`config.mk`:
```
export PLATFORM = sky130hd
export DESIGN_NAME = grid_pixel_streamer
export DESIGN_NICKNAME = d
export VERILOG_FILES = /design/src/rtl/grid_pixel_streamer.sv
export SDC_FILE = /design/constraint.sdc
export NUM_CORES = 1
export LEC_CHECK = 0
export BUFFER_PORTS_ARGS = -buffer_cell sky130_fd_sc_hd__buf_2
export CORE_ASPECT_RATIO = 1.1
export CORE_MARGIN = 2
export CORE_UTILIZATION = 55
export CTS_CLUSTER_DIAMETER = 150
export DETAILED_ROUTE_END_ITERATION = 16
export GPL_TIMING_DRIVEN = 1
export PLACE_DENSITY = 0.79
export SETUP_SLACK_MARGIN = 0.15
export SLEW_MARGIN = 20
export SYNTH_ARGS = -nofsm -noshare
export SYNTH_HDL_FRONTEND = slang
export SYNTH_SLANG_ARGS = --single-unit
```
`constraint.sdc`:
```
create_clock -name CLOCK_50 -period 3.1 [get_ports CLOCK_50]
set_clock_uncertainty 0.05 [all_clocks]
set_input_delay 0.62 -clock CLOCK_50 [delete_from_list [all_inputs] [get_ports CLOCK_50]]
set_output_delay 0.62 -clock CLOCK_50 [all_outputs]
set_load 0.01 [all_outputs]
```
`src/rtl/grid_pixel_streamer.sv`:
```
// grid_pixel_streamer: streams the GRID_SIZE x GRID_SIZE one-bit canvas as valid/ready activation samples.
// Define GRID_PIXEL_COUNT_EN to add the set_count output.
module grid_pixel_streamer #(
    parameter int GRID_SIZE = 28,
    parameter int DATA_W = 8,
    parameter logic [DATA_W-1:0] ON_VALUE = 8'd255,
    parameter logic [DATA_W-1:0] OFF_VALUE = 8'd0
) (
    input  logic              CLOCK_50,
    input  logic              reset,
    input  logic              start,
    output logic [9:0]        mem_addr,
    output logic              mem_rd,
    input  logic              mem_data,
    output logic              out_valid,
    input  logic              out_ready,
    output logic [DATA_W-1:0] out_data,
    output logic [9:0]        out_index,
    output logic              out_last,
    output logic              busy,
    output logic              done
`ifdef GRID_PIXEL_COUNT_EN
    ,
    output logic [9:0]        set_count
`endif
);
    localparam logic [9:0] LAST_IDX = 10'(GRID_SIZE * GRID_SIZE - 1);

    typedef enum logic [1:0] {IDLE, STREAM, DRAIN} state_t;
    state_t state, state_nx;

    logic [9:0] rd_cnt, idx_q;
    logic       rd_q, last_q;
    logic [1:0] cnt;
    logic       wp, rp;
    logic [1:0] fd, fl;
    logic [9:0] fi [2];
    logic       head_bit, head_last, fire, push, pop;
    logic [9:0] head_idx;

    // With the buffer empty, the read returning this cycle is presented directly.
    assign head_bit  = cnt != 2'd0 ? fd[rp] : mem_data;
    assign head_idx  = cnt != 2'd0 ? fi[rp] : idx_q;
    assign head_last = cnt != 2'd0 ? fl[rp] : last_q;
    assign out_valid = cnt != 2'd0 || rd_q;
    assign fire      = out_valid && out_ready;
    assign pop       = fire && cnt != 2'd0;
    assign push      = rd_q && !(fire && cnt == 2'd0);
    assign mem_rd    = state == STREAM && (cnt + {1'b0, rd_q}) < 2'd2;
    assign mem_addr  = rd_cnt;
    assign out_data  = out_valid && head_bit ? ON_VALUE : OFF_VALUE;
    assign out_index = head_idx;
    assign out_last  = out_valid && head_last;
    assign busy      = state != IDLE;

    always_ff @(posedge CLOCK_50) begin
        if (reset)
            state <= IDLE;
        else
            state <= state_nx;
    end

    always_comb begin
        state_nx = state;
        if (state == IDLE && start)
            state_nx = STREAM;
        else if (state == STREAM && mem_rd && rd_cnt == LAST_IDX)
            state_nx = DRAIN;
        else if (state == DRAIN && fire && out_last)
            state_nx = IDLE;
    end

    always_ff @(posedge CLOCK_50) begin
        if (reset) begin
            rd_cnt <= '0;
            idx_q  <= '0;
            last_q <= 1'b0;
            rd_q   <= 1'b0;
            cnt    <= '0;
            wp     <= 1'b0;
            rp     <= 1'b0;
            done   <= 1'b0;
        end else begin
            done <= state == DRAIN && fire && out_last;
            rd_q <= mem_rd;
            if (state == IDLE && start) begin
                rd_cnt <= '0;
            end else if (mem_rd) begin
                idx_q  <= rd_cnt;
                last_q <= rd_cnt == LAST_IDX;
                if (rd_cnt != LAST_IDX)
                    rd_cnt <= rd_cnt + 10'd1;
            end
            if (push) begin
                fd[wp] <= mem_data;
                fi[wp] <= idx_q;
                fl[wp] <= last_q;
                wp     <= ~wp;
            end
            if (pop)
                rp <= ~rp;
            cnt <= cnt + {1'b0, push} - {1'b0, pop};
        end
    end

`ifdef GRID_PIXEL_COUNT_EN
    always_ff @(posedge CLOCK_50) begin
        if (reset)
            set_count <= '0;
        else if (state == IDLE && start)
            set_count <= '0;
        else if (fire && head_bit)
            set_count <= set_count + 10'd1;
    end
`endif
endmodule

```
# Word level (Yosys, flattened, before mapping)
# Memory sizes are Yosys's and may differ from the RTL's. A register that Yosys moved wholly into a read port is not among the register bits.
# Index checks and enable logic that the tools add are counted.
# totals
reg_bits	33
ram_bits	20
input_bits	5
output_inout_bits	33
elab_cells	74
memories	1
# mem_list
memory	depth	word_bits	rd	rd_clocked_by_memory_dff	wr	line	rtl
fi	2	10	1	1	1	37	logic [9:0] fi [2];
# op_classes
add_sub_neg	4
n_lt_le_gt_ge	4
eq_ne	4
muxes	20
n_bitwise	4
n_reduce_logical	25
# ops
operator	count
1-bit logical AND	13
1-bit 2-to-1 mux	13
10-bit by 1-bit adder with 10-bit output (second input constant)	1
10-bit equality test (second input constant)	1
10-bit 2-to-1 mux	1
10-bit != test (second input constant)	1
8-bit 2-to-1 mux	1
2-bit AND reduction	3
2-bit nonzero test	3
2-bit by 1-bit adder with 2-bit output	2
2-bit bitwise mux	2
2-bit logical NOT	2
1-bit by 2-bit < comparator with 1-bit output (second input constant)	2
2-bit 2-to-1 mux	2
1-bit NOT	4
3-bit nonzero test	1
2-bit by 1-bit equality test with 1-bit output (second input constant)	1
2-bit equality test (second input constant)	1
2-bit < comparator (second input constant)	1
2-bit OR reduction	1
2-bit by 1-bit subtractor with 2-bit output	1
1-bit demux with 1-bit select	1
1-bit greater-or-equal comparator (second input constant)	1
1-bit logical NOT	1
1-bit logical OR	1

# Depth between registers and ports, before layout
# logic_depth
word_depth	9
ltp_mapped	8
mapped_depth_nobuf	8

# Least setup slack after synthesis
# Ideal clock, no wire load.
# synth_path
path_type	register to output
startpoint	reg cnt[1]
endpoint	out out_data[1]
t_arrival_ns	1.596
t_required_ns	2.430
slack_ns	0.834
path_stages_with_launch	5
path_buffers	2
cell_sequence	dfxtp_1 nor2_1 clkbuf_1 o21ai_0 buf_4
# synth_via
elab_chain_len	4
word_cells_on_any_way	5
cone_classes	mux (2); reduce/logical (3)
# synth_rtl
item	line	rtl
from (decl)	34	logic [1:0] cnt;
from (signal assigned)	102	cnt <= cnt + {1'b0, push} - {1'b0, pop};
2-bit nonzero test *	42, 45	
1-bit 2-to-1 mux / 1-bit logical OR (equally long branches)	42, 45	
1-bit logical AND *	51	assign out_data = out_valid && head_bit ? ON_VALUE : OFF_VALUE;
8-bit 2-to-1 mux *	51	
to (decl)	17	output logic [DATA_W-1:0] out_data,
# Mark *: on every way between the ends. The rest lies on a longest branch, timed or not.

# Worst setup path in the final report
# layout_path
startpoint	reg rd_q
endpoint	out mem_rd
# layout_via
elab_chain_len	3
# layout_rtl
item	line	rtl
from (decl)	33	logic rd_q, last_q;
from (signal assigned)	85	rd_q <= mem_rd;
2-bit by 1-bit adder with 2-bit output	49	assign mem_rd = state == STREAM && (cnt + {1'b0, rd_q}) < 2'd2;
2-bit < comparator	49	
1-bit logical AND	49	
to (decl)	13	output logic mem_rd,
# Every way passes these cells.

==> flow_summary.ini <==
[clock_network]
cts-hold-fix-buffers = 0
cts_resized = 0
htreeDepth = 2
path_clk_slew_ns = 0.09
cts_tree = done
clock_path_buffers = 2
post_cts_buffers = 0
root_buffer = clkbuf_8
clk_latency_ns = 0.30
cts.sinks = 54
cts_buffers = 5

[power]
power_mw = 1.52
peakVddDrop_mv = 0.349
cellPowerDensity_mw_per_mm2 = 591
p_leak_nw = 0.966

[logic_synthesis]
ys_ff_latch = 54
avgSynthCellArea_sq_um = 10.5
synth_edf_count = 24
syn_area_sq_mm = 0.00231
synth_ff_type = dfxtp_1
async_flop_share = 0
syn_nets = 229
postSynthCellCount = 221
yosysTopAreaCellShare = 0.312
ys.warnings.count = 0
synth-seq-area-share = 0.572
synthTopCellsByArea = edfxtp_1 31%, dfxtp_1 26%, nand2_1 5.2%, mux2i_1 4.8%, a21oi_1 3.9%
synth_cell_types = 41
synth_largest_area_cell = edfxtp_1

[detailed_routing]
dr_total_vias = 1641
wirelength_um = 3860
drt-wirelength-per-cell_um = 12.7
drcViolationCount = 0
drt-pass1-iter-count = 4
met1_length_um = 1830
wl_met2_um = 1830
ant_nets = 0
dr_wl_met3_um = 152
drt-initial-drc-count = 66
vias_per_cell = 5.42
top_layer_used = met4

[global_routing]
overflow = 0
first_global_vias = 1425
grt_pass1_wl_um = 6660
antenna_found_initial = 0
grt_max_degree = 32
track_usage = 0.180

[cells_and_area]
synthToLayoutAreaGrowth_pct = 11.2
fin_cells = 303
final_nets = 258
drive_gt1_frac = 0.207
n_antenna_cell = 0

[run]
maxCapViolations = 0

[sta]
timing.fmax_ghz = 0.403
rsz0062_at_grt = false
hold_violations = 0
worst_slack_ns = 0.616
hold_ws_ns = 0.434
setup-tns-final_ns = 0
finalSetupViolations = 0
min_period_over_period = 0.801
relSlewSlack = 0.454
fin_crit_ns = 2.48
drv_slew = 0
worst_slew_pin_slew_ns = 0.819

[floorplan]
coreArea_sq_mm = 0.00399
design.die.area_sq_mm = 0.00474
io_pins = 38
fp.dieH_um = 72.0
start_util = 0.579
die_x_um = 65.8
rows = 24

[critical_path]
crit_type = reg2out
endpoint_kind = primary output
arrival_ns = 1.81
worstSetupStartpointType = register
reg2reg_slack_ns = 1.10
crit_fanout = 31
cp.required_ns = 2.43

[placed_design]
dp.cells = 295
dp_slack_ns = 0.953
hpwl_um = 2640
gp_congestion = 0.849
port_buffers = 37

[run_status]
status = finished, final reports clean

[hold_path]
hold_path.class = reg2reg
per-stage QoR:
stage	instance area, sq um	utilization
2_1_floorplan	2310	-
3_3_place_gp	2480	0.622
3_5_place_dp	2480	0.622
4_1_cts	2570	0.643
5_1_grt	2570	0.643
6_report	2570	0.643
cell usage after synthesis, types with 3 or more instances:
cell	n
a21oi_1	18
buf_2	3
buf_4	7
clkbuf_1	7
dfxtp_1	30
edfxtp_1	24
ha_1	3
inv_1	5
mux2i_1	11
nand2_1	32
nand3_1	7
nand4_1	3
nor2_1	10
nor3b_1	3
o21ai_0	15
o31ai_1	3
o41ai_1	3
or4_1	4
cell usage in the layout, fill, tap and decap left out, types with 2 or more instances in the layout:
| cell | synthesis | layout |
|---|---|---|
| a21o_1 | 2 | 2 |
| a21oi_1 | 18 | 18 |
| and3_1 | 2 | 2 |
| buf_2 | 3 | 37 |
| buf_4 | 7 | 4 |
| clkbuf_8 | 0 | 5 |
| clkinvlp_4 | 0 | 2 |
| dfxtp_1 | 30 | 30 |
| edfxtp_1 | 24 | 24 |
| ha_1 | 3 | 3 |
| inv_1 | 5 | 5 |
| mux2i_1 | 11 | 11 |
| nand2_1 | 32 | 32 |
| nand3_1 | 7 | 7 |
| nand4_1 | 3 | 3 |
| nor2_1 | 10 | 10 |
| nor2b_1 | 2 | 2 |
| nor3b_1 | 3 | 3 |
| nor4_1 | 2 | 2 |
| o21a_1 | 2 | 2 |
| o21ai_0 | 15 | 15 |
| o311ai_0 | 2 | 2 |
| o31ai_1 | 3 | 3 |
| o41ai_1 | 3 | 3 |
| or2_2 | 2 | 2 |
| or3_1 | 2 | 2 |
| or4_1 | 4 | 4 |
| xnor2_1 | 2 | 2 |
| xor2_1 | 2 | 2 |
cell families after synthesis:
kind of cell | synth area share
AND/OR/NAND/NOR | 0.154
buffers and inverters | 0.0552
adder cells (fa/ha/maj) | 0.0162
multiplexers | 0.0525
XOR/XNOR | 0.0152
AO/OA/AOI/OAI | 0.135
flip-flops | 0.572
state kept, by name, summed over array words and instances, names as in the netlist, named ones only:
signal / flops
cnt: 2
fi: 20
done: 1
last_q: 1
fd: 2
state: 2
mem_addr: 10
rd_q: 1
fl: 2
wp: 1
idx_q: 10
rp: 1
worst max-delay path, stage by stage, from the launching register on:
cell and delay [ns]:
dfxtp_1 0.41, a21o_1 0.14, a21o_1 0.64, inv_1 0.14, buf_2 0.18
final cells by class:
type	instances	area, sq um
tap	52	65.1
clock inverter	2	15.0
clock buffer	6	72.6
fill	333	1420
inverter	5	18.8
sequential	54	1320
timing repair buffer	41	215
multi-input combinational	143	862
worst paths after layout:
path         startpoint       end  cells past startpoint
max                rd_q    mem_rd                      4
min            idx_q[6]  fi[0][6]                      0
max reg2reg      cnt[1]    cnt[1]                      9
min reg2reg    idx_q[6]  fi[0][6]                      0
layer usage:
layer,vias to the layer above,GRT usage
met3,5,0.0419
met2,35,0.279
met5,-,0
li1,857,-
met4,0,0.0556
met1,744,0.254
where the power goes:
part	switching (mW)	internal, mW	total (mW)
combinational	0.176	0.147	0.323
clock	0.210	0.159	0.369
sequential	0.0550	0.774	0.829
total	0.441	1.08	1.52
No activity file was read; power rests on OpenSTA's default activity.
